==> config.mk <==
export PLATFORM = sky130hd
export DESIGN_NAME = fcore_decode_stage
export DESIGN_NICKNAME = d
export VERILOG_FILES = /design/src/rtl/fcore_decode_stage.sv
export SDC_FILE = /design/constraint.sdc
export NUM_CORES = 1
export LEC_CHECK = 0
export CAP_MARGIN = 20
export CORE_UTILIZATION = 40
export CTS_BUF_LIST = sky130_fd_sc_hd__clkbuf_2
export CTS_CLUSTER_SIZE = 24
export DETAILED_ROUTE_END_ITERATION = 8
export MAX_ROUTING_LAYER = met4
export PLACE_DENSITY_LB_ADDON = 0.1
export SYNTH_ARGS = -nofsm -noshare
export SYNTH_HDL_FRONTEND = slang
export SYNTH_SLANG_ARGS = --single-unit
==> constraint.sdc <==
create_clock -name clock -period 1.95 [get_ports clock]
set_input_delay 0.39 -clock clock [delete_from_list [all_inputs] [get_ports clock]]
set_output_delay 0.39 -clock clock [all_outputs]
set_load 0.01 [all_outputs]
==> src/rtl/fcore_decode_stage.sv <==
// fCore instruction decode stage: valid/ready in, fuses LDC opcode+constant,
// registered decoded-op output backed by a one-entry skid buffer.
module fcore_decode_stage #(
  parameter int INSTRUCTION_WIDTH = 32,
  parameter int OPCODE_WIDTH      = 5,
  parameter int REG_ADDR_WIDTH    = 4,
  parameter int N_OPCODES         = 20
) (
  input  logic                         clock,
  input  logic                         reset,
  input  logic                         start,
  input  logic [INSTRUCTION_WIDTH-1:0] in_data,
  input  logic                         in_valid,
  output logic                         in_ready,
  output logic [OPCODE_WIDTH-1:0]      dec_opcode,
  output logic [REG_ADDR_WIDTH-1:0]    dec_op_a,
  output logic [REG_ADDR_WIDTH-1:0]    dec_op_b,
  output logic [REG_ADDR_WIDTH-1:0]    dec_dest,
  output logic [INSTRUCTION_WIDTH-1:0] dec_constant,
  output logic                         dec_writes,
  output logic                         dec_is_branch,
  output logic                         dec_valid,
  input  logic                         dec_ready,
  output logic                         halted,
  output logic                         illegal_error
);
  localparam int IW  = INSTRUCTION_WIDTH;
  localparam int OW  = OPCODE_WIDTH;
  localparam int RAW = REG_ADDR_WIDTH;

  if (OW + 3*RAW > IW) begin : g_bad_fields
    $error("fcore_decode_stage: opcode and register fields exceed INSTRUCTION_WIDTH");
  end

  localparam logic [OW-1:0] OP_NOP    = OW'(0);
  localparam logic [OW-1:0] OP_ITF    = OW'(4);
  localparam logic [OW-1:0] OP_FTI    = OW'(5);
  localparam logic [OW-1:0] OP_LDC    = OW'(6);
  localparam logic [OW-1:0] OP_LDR    = OW'(7);
  localparam logic [OW-1:0] OP_BGT    = OW'(8);
  localparam logic [OW-1:0] OP_BNE    = OW'(11);
  localparam logic [OW-1:0] OP_STOP   = OW'(12);
  localparam logic [OW-1:0] OP_LNOT   = OW'(15);
  localparam logic [OW-1:0] OP_REC    = OW'(18);
  localparam logic [OW-1:0] OP_POPCNT = OW'(19);

  typedef struct packed {
    logic [OW-1:0]  opcode;
    logic [RAW-1:0] op_a;
    logic [RAW-1:0] op_b;
    logic [RAW-1:0] dest;
    logic [IW-1:0]  constant;
    logic           writes;
    logic           is_branch;
  } dec_t;

  typedef enum logic [1:0] {HALTED, RUN, LDC_CONST} state_t;

  state_t         state, state_nxt;
  logic [RAW-1:0] ldc_dest;
  dec_t           cur, out_q, skid_q;
  logic           out_vld, skid_vld, err_q;
  logic           fire, complete, illegal;

  wire [OW-1:0]  word_op = in_data[OW-1:0];
  wire [RAW-1:0] word_a  = in_data[OW +: RAW];
  wire [RAW-1:0] word_b  = in_data[OW+RAW +: RAW];
  wire [RAW-1:0] word_d  = in_data[OW+2*RAW +: RAW];

  assign in_ready = (state != HALTED) && !skid_vld;
  assign fire     = in_valid && in_ready;

  // Decode of the word currently presented; complete marks the last word of an op.
  always_comb begin
    cur      = '0;
    illegal  = 1'b0;
    complete = 1'b0;
    if (state == LDC_CONST) begin
      cur.opcode   = OP_LDC;
      cur.dest     = ldc_dest;
      cur.constant = in_data;
      cur.writes   = 1'b1;
      complete     = fire;
    end else begin
      if (32'(word_op) >= N_OPCODES) begin
        illegal = 1'b1;
      end else begin
        cur.opcode    = word_op;
        cur.op_a      = word_a;
        cur.op_b      = word_b;
        cur.dest      = word_d;
        cur.writes    = (word_op != OP_NOP) && (word_op != OP_STOP);
        cur.is_branch = (word_op >= OP_BGT) && (word_op <= OP_BNE);
        if (word_op inside {OP_ITF, OP_FTI, OP_LDR, OP_LNOT, OP_REC, OP_POPCNT})
          cur.op_b = '0;
      end
      complete = fire && (word_op != OP_LDC);
    end
  end

  always_comb begin
    state_nxt = state;
    case (state)
      HALTED:    if (start) state_nxt = RUN;
      RUN:       if (fire) begin
                   if (word_op == OP_LDC)       state_nxt = LDC_CONST;
                   else if (word_op == OP_STOP) state_nxt = HALTED;
                 end
      LDC_CONST: if (fire) state_nxt = RUN;
      default:   state_nxt = HALTED;
    endcase
  end

  always_ff @(posedge clock or negedge reset) begin
    if (!reset) begin
      state    <= HALTED;
      ldc_dest <= '0;
      err_q    <= 1'b0;
    end else begin
      state <= state_nxt;
      if (fire && state == RUN && word_op == OP_LDC) ldc_dest <= word_d;
      // A fresh illegal opcode outranks a concurrent start.
      if (fire && illegal) err_q <= 1'b1;
      else if (start)      err_q <= 1'b0;
    end
  end

  // Output register refills from skid first; a completing op lands in skid only when output is stalled.
  always_ff @(posedge clock or negedge reset) begin
    if (!reset) begin
      out_q    <= '0;
      out_vld  <= 1'b0;
      skid_q   <= '0;
      skid_vld <= 1'b0;
    end else if (!out_vld || dec_ready) begin
      if (skid_vld) begin
        out_q    <= skid_q;
        out_vld  <= 1'b1;
        skid_vld <= 1'b0;
      end else begin
        out_vld <= complete;
        if (complete) out_q <= cur;
      end
    end else if (complete) begin
      skid_q   <= cur;
      skid_vld <= 1'b1;
    end
  end

  assign dec_opcode    = out_q.opcode;
  assign dec_op_a      = out_q.op_a;
  assign dec_op_b      = out_q.op_b;
  assign dec_dest      = out_q.dest;
  assign dec_constant  = out_q.constant;
  assign dec_writes    = out_q.writes;
  assign dec_is_branch = out_q.is_branch;
  assign dec_valid     = out_vld;
  assign halted        = (state == HALTED);
  assign illegal_error = err_q;
endmodule
## After elaboration in Yosys (flattened, before gate mapping)

Cells that the tools add are included.

- Bitwise logic cells: 1
- Eq/ne operators: 16
- Magnitude comparators: 3
- Multiplexer cells: 25
- Reductions and logical operators: 21

Operators with widths:

| operator | number |
|---|---|
| $mux 51 | 2 |
| $mux 32 | 1 |
| $eq 5x3->1 const B | 4 |
| $mux 17 | 1 |
| $mux 2 | 6 |
| $eq 5x4->1 const B | 2 |
| $eq 5x5->1 const B | 2 |
| $mux 1 | 10 |
| $logic_and 1x1->1 | 8 |
| $mux 4 | 2 |
| $mux 8 | 1 |
| $reduce_bool 2->1 | 4 |
| $ne 2x2->1 const B | 3 |
| $pmux 2 s3 | 1 |
| $reduce_bool 6->1 | 1 |
| $ge 5x4->1 const B | 1 |
| $ge 5x5->1 const B | 1 |
| $le 5x4->1 const B | 1 |
| $mux 5 | 1 |
| $ne 5x3->1 const B | 1 |
| $ne 5x4->1 const B | 1 |
| $reduce_bool 5->1 | 1 |
| $reduce_and 2->1 | 2 |
| $reduce_and 4->1 | 1 |
| 7 further kinds | 8 |

- Flip-flop bits (word level): 111
- Input port bits: 37
- Output and inout bits: 55

## Depth between registers and ports, before layout

- Depth after elaboration: 7
- Gate-level depth with buffers: 7
- Mapped depth without buffers: 4

## Worst setup path before layout

No wires, ideal clock.

- Path kind: input to register
- Start: in in_data[4]
- End: reg ldc_dest[0]
- Data required time: 1.825 ns
- Library setup time: 0.125 ns
- Path buffers: 2
- Arrival time: 1.760 ns
- Slack: 0.065 ns
- Cell stages on the path: 6
- Cells stage by stage: buf_2 -> nor3b_4 -> nand4b_2 -> or3_1 -> buf_6 -> mux2_4

- Cells in the longest elaborated chain, start to end: 2

RTL lines:

| what | line | RTL |
|---|---|---|
| start, declared | 12 | `input logic [INSTRUCTION_WIDTH-1:0] in_data,` |
| $eq 5x3->1 | 121 | `if (fire && state == RUN && word_op == OP_LDC) ldc_dest <= word_d;` |
| $logic_and 1x1->1 | 121 |  |
| end signal, assigned | 121 |  |
| end, declared | 60 | `logic [RAW-1:0] ldc_dest;` |

No other way between the ends.
A chain may end at the register's enable or synchronous reset.

## Worst setup path in the final report

- Start: reg state[0]
- End: out in_ready

- Cells in the longest elaborated chain, start to end: 2

RTL lines:

| what | line | RTL |
|---|---|---|
| start, declared | 59 | `state_t state, state_nxt;` |
| start signal, assigned | 120 | `state <= state_nxt;` |
| $reduce_bool 2->1 | 70 | `assign in_ready = (state != HALTED) && !skid_vld;` |
| $logic_and 1x1->1 | 70 |  |
| end, declared | 14 | `output logic in_ready,` |

No other way between the ends.

==> metrics <==
run status=finished, final reports clean; buffers plus inverters on the worst setup path=2; CTS tree=built; crit path max fanout=2; worst path cell trace=or2_4, inv_2, nor2_1, buf_2; type of the most critical hold path=in2async; static power due to leakage=3.29 nW; Placed Instance Area=6590 um2; number of antenna violations at the first check in global routing=0; standard-cell rows=41; fraction of final layout cells sized beyond drive strength 1=22.2%; total nets after synthesis=505; cell chosen for the clock root=sky130_fd_sc_hd__clkbuf_2; number of remaining DRC errors=0; cell count after synthesis=468; core area=12600 um2; GP Congestion=0.767; TritonCTS Sinks=111; Tightest Pin Transition=0.445 ns; count of port buffers added during placement=91; final max-slew violation count=0; power density over the cells=837 nW/um2; pin count of the biggest net entering global routing=69; worst-case clock buffer depth=2; most utilized layer in the global route result=met2; number of placed I/O pins=92; max-cap viol count=0; residual overflow from global routing=0; sequential area share after synthesis=53.6%; H-Tree Depth=3; setup TNS after final layout=0 ns; kind of start point of the critical path=flip-flop; unrepaired setup endpoints after global routing=yes; iteration-0 DRC count of the detailed router=215; Final Instance Area=6830 um2; endpoints failing setup=0; count of antenna diodes in the layout=0; count of state elements after synthesis=111; number of search-and-repair iterations in the first detailed-routing pass=7; Layout Nets=640; vias per inst=5.03; fill cell instance count of the final layout=1198; worst-skew pair later-pin latency=0.60 ns; total vias in the final route=3925; Setup Skew=0.0353 ns; shortest period the worst path allows=1.92 ns; Top delay family on crit path=flip-flops; Netlist Area Pre-Place=5190 um2; detailed placement HPWL=8140 um; utilization of the core after routing=54.1%; signal arrival time at the worst endpoint=1.53 ns; Achievable Freq=522 MHz; post-route fraction of the period consumed by the critical path=98.2%; residual antenna-violating net count after detailed routing=0; data required time of the worst path=1.56 ns; area growth from synthesis to layout=31.7%; post-synthesis area per instance=11.1 um2; commonest cells after routing, fill and taps aside=110 x sky130_fd_sc_hd__dfrtp_1, 58 x sky130_fd_sc_hd__buf_4, 53 x sky130_fd_sc_hd__dlygate4sd2_1; Die X=116 um; hold violation count in the final report=0; grt met2 use=29.2%; warning count from the yosys run=0; category of the worst setup path capture point=primary output; number of library cell types mapped by synthesis=41; Synth async-reset ratio=100%; register clock-pin slew on the reported worst setup and hold paths=0.29 ns; main flop type after synthesis=sky130_fd_sc_hd__dfrtp_1; M3 GR Usage=2.98%; wirelength, routed=12000 um; overall track demand over capacity in global routing=19.9%; Crit Path Category=reg2out; wire length of the first global-routing pass=19800 um; worst slew slack as a fraction of its limit=70.3%; die height=116 um; worst IR drop on VDD=0.444 mV; crit-path max cell delay=0.45 ns; CTS Buf Count=9; EDFF count, synth=0; total chip power=5.71 mW; starting density of the core=41.1%; Global Route met1 Usage=27.7%; leading cell type in the layout, fill and taps excluded=sky130_fd_sc_hd__dfrtp_1; average wire length per cell after detail routing=15.3 um; crit path max-delay cell type=sky130_fd_sc_hd__dfrtp_1; via count of the first global-routing pass=3857; overall die area=13400 um2
kinds of logic (layout without fill, tap and decap cells):
kind of cell              count (synthesis)  after routing  synth area share [%]
AOI/OAI and AO/OA                        77             77                  9.72
and+or+nand+nor                         140            140                  13.9
muxes                                    89             89                  18.5
buffers and inverters                    50            190                  4.17
xor gates and xnor gates                  1              1                 0.169
DFF                                     111            111                  53.6
worst reg2reg max path, stage by stage (launching register included):
cell,delay (ns)
sky130_fd_sc_hd__dfrtp_1,0.45
sky130_fd_sc_hd__buf_4,0.16
sky130_fd_sc_hd__and4bb_1,0.23
sky130_fd_sc_hd__a2111oi_4,0.36
sky130_fd_sc_hd__buf_4,0.23
sky130_fd_sc_hd__buf_12,0.14
sky130_fd_sc_hd__nor2_1,0.05
sky130_fd_sc_hd__a31oi_1,0.14
routing by layer:
metal	wire length, um	part of all wire, %	vias up
met5	0	0	-
met4	159	1.3	0
met3	551	4.6	15
met2	5370	45	91
met1	5870	49	1930
li1	-	-	1889
what timing repair did:
item / in CTS / in global routing
setup buffers: 21 / 0
hold buffers: 1 / 0
endpoints found under the hold margin: 111 / 0
resized for setup: 64 / 1
pin swaps: 0 / 1
endpoints found under the setup margin: 55 / 8
cloned: 0 / 1
synthesized netlist by cell type, types with 2 or more instances:
master	number	area, um2
sky130_fd_sc_hd__a21oi_1	34	170
sky130_fd_sc_hd__a22o_1	4	35.0
sky130_fd_sc_hd__nor2b_1	8	50.1
sky130_fd_sc_hd__a221oi_1	5	43.8
sky130_fd_sc_hd__nand3b_1	7	52.6
sky130_fd_sc_hd__mux2_4	4	60.1
sky130_fd_sc_hd__o21a_1	2	15.0
sky130_fd_sc_hd__or3_1	2	12.5
sky130_fd_sc_hd__inv_1	16	60.1
sky130_fd_sc_hd__nand2_1	25	93.8
sky130_fd_sc_hd__o31ai_1	5	37.5
sky130_fd_sc_hd__mux2i_1	46	460
sky130_fd_sc_hd__o21ai_0	7	35.0
sky130_fd_sc_hd__nand2b_1	3	18.8
sky130_fd_sc_hd__and2_1	32	200
sky130_fd_sc_hd__a211oi_1	5	37.5
sky130_fd_sc_hd__mux2_2	39	439
sky130_fd_sc_hd__clkbuf_1	16	60.1
sky130_fd_sc_hd__nor2_1	51	191
sky130_fd_sc_hd__a31oi_1	7	43.8
sky130_fd_sc_hd__nand3_1	4	20.0
sky130_fd_sc_hd__buf_2	17	85.1
sky130_fd_sc_hd__dfrtp_1	111	2780
metrics by stage:
stage	cells	worst slack, ns	hold slack, ns
2_1_floorplan	468	0.0652	0.0944
3_3_place_gp	741	-0.424	0.404
3_5_place_dp	741	-0.435	0.402
4_1_cts	779	-0.00912	0.243
5_1_grt	780	-0.0701	0.232
6_report	780	0.0349	0.257
flip-flops by register name (all words and copies together), names as in the netlist, 2 cells and up:
signal        count
dec_constant     32
dec_dest          4
dec_op_a          4
dec_op_b          4
dec_opcode        5
ldc_dest          4
skid_q           51
state             2
final timing paths:
path	startpoint	to	slack, ns	cells past startpoint
worst min-delay path	reset	dec_constant[7]$_DFFE_PN0P_	0.26	3
worst min register to register	dec_dest[0]$_DFFE_PN0P_	dec_dest[0]$_DFFE_PN0P_	0.52	2
max in group asynchronous	reset	skid_vld$_DFFE_PN0P_	1.31	3
worst max register to register	state[0]$_DFFE_PN0P_	dec_opcode[0]$_DFFE_PN0P_	0.11	7
worst max-delay path	state[0]$_DFFE_PN0P_	in_ready	0.03	4
min in group clock	in_data[12]	dec_op_b[3]$_DFFE_PN0P_	0.37	3
power by group:
part / switching, mW / internal, mW
registers: 0.221 / 2.72
logic: 0.813 / 0.905
clock network: 0.763 / 0.298
area by class of cell:
cell class | count | area [um2] | area share (%)
timing repair buffer | 158 | 1460 | 21.3
clock buffer | 10 | 50.0 | 0.733
multi-input combinational | 307 | 2210 | 32.3
inverter | 16 | 60.1 | 0.880
clock inverter | 6 | 61.3 | 0.898
tap | 172 | 215 | 3.15
sequential | 111 | 2780 | 40.7
Power figures use the tool's default switching activity.
==> edit, RTL diff (config.mk and constraints unchanged) <==
The 3 states of `state_t` get a one-hot encoding in 3 bits.
--- a/src/rtl/fcore_decode_stage.sv
+++ b/src/rtl/fcore_decode_stage.sv
@@ -56,3 +56,3 @@
 
-  typedef enum logic [1:0] {HALTED, RUN, LDC_CONST} state_t;
+  typedef enum logic [2:0] {HALTED = 3'b001, RUN = 3'b010, LDC_CONST = 3'b100} state_t;
 
Check against the original RTL: no difference found for any inputs over 4 cycles, from zero or initial values and one cycle with reset low; so few cycles prove little.
==> edit against the unedited design <==
- global-route usage increased by 0.71 points
- maximum frequency fell by 13%
- sequential share of layout area fell by 2.5 points
- routed wire length up 12%
- area after synthesis grew 2.8%
- setup slack worse by 290 ps
- the flow now finishes with violations (setup timing)
- core utilization rose by 3.2 points
- cell area is 7.6% higher
- sequential cell count is 1 higher
Power is not compared: it rests on default switching activity, and its combinational part moved more than twofold at a synthesized area within 25%.
==> edit: results <==
group,metric,value,unit
run_status,status,"complete, but fails checks",
run_status,violations,"setup timing",
clocking,cts_setup_buffers,10,
place,dp.cells,772,
logic_synthesis,syn_nets,536,
timing,setup_violations,83,
timing,fin_worst_skew,44.38,ps
critical_path,cpMaxStageDelayCell,"or3b_1",
timing,fin_hold_ws,165.7,ps
logic_synthesis,syn_inst,499,
final_layout,drive_gt1_frac,0.2441,
timing,worst_pin_slew,603.4,ps
timing,tns,-9305,ps
critical_path,path_class,"flip-flop to flip-flop",
global_routing,use_met3,0.03113,
drt,finalWirelength,13360,um
logic_synthesis,ys_top_cells_by_count,"dfrtp_1, nand2_1, mux2_2, inv_1, o21ai_0",
place,dp.final_hpwl,8376,um
drt,met1Wirelength,6425,um
critical_path,reg2regPathDepth,8,
global_routing,grt_pass1_wl,21540,um
place,place_area,6755,sq um
clocking,clk_latency,620,ps
drt,met3_length,357,um
timing,setup_ws,-257.8,ps
place,gp_congestion,0.8046,
logic_synthesis,yosys.cell_types.count,39,
global_routing,grt_pass1_vias,4147,
drt,vias_per_cell,5.015,
final_layout,final_nets,667,
drt,route.met2.wl,6309,um
logic_synthesis,ys_seq_area_frac,0.5261,
-- edit: area by class of cell --
type / instances / area [sq um] / share of cell area
timing repair buffer: 155 / 1578 / 0.2147
clock inverter: 7 / 86.33 / 0.01175
multi-input combinational: 310 / 2457 / 0.3345
sequential: 112 / 2808 / 0.3822
tap: 172 / 215.2 / 0.02929
inverter: 42 / 157.7 / 0.02146
clock buffer: 9 / 45.04 / 0.006131
-- edit: stage by stage --
step                      worst slack (ps)    util
after floorplan                     -113.6       -
after global routing                -347.9  0.5729
final                               -257.8  0.5729
after CTS                           -258.1  0.5592
after global placement              -395.4  0.5267
after detailed placement            -417.3  0.5267
-- edit: cell families (layout without fill, tap and decap cells) --
| kind of cell | after synthesis | in the layout | share of synthesized area |
|---|---|---|---|
| DFF | 112 | 112 | 0.5261 |
| buffers and inverters | 77 | 213 | 0.05845 |
| muxes | 107 | 107 | 0.2237 |
| and+or+nand+nor | 134 | 134 | 0.1157 |
| AOI/OAI and AO/OA | 68 | 68 | 0.07441 |
| xor gates and xnor gates | 1 | 1 | 0.001643 |
-- edit: critical path: cells and delay by family (launching register included) --
family / cells / cell delay (ps)
AO/OA/AOI/OAI: 2 / 380
buffers and inverters: 4 / 630
flip-flops: 1 / 430
multiplexers: 1 / 290
AND/OR/NAND/NOR: 1 / 440
-- edit: worst min path at each step --
stage                                  endpoint  cells after the start
floorplan           dec_constant[0]$_DFFE_PN0P_                      0
global placement    dec_constant[5]$_DFFE_PN0P_                      1
detailed placement  dec_constant[0]$_DFFE_PN0P_                      1
CTS                 dec_constant[0]$_DFFE_PN0P_                      2
global route        dec_constant[0]$_DFFE_PN0P_                      2
finish              dec_constant[0]$_DFFE_PN0P_                      2
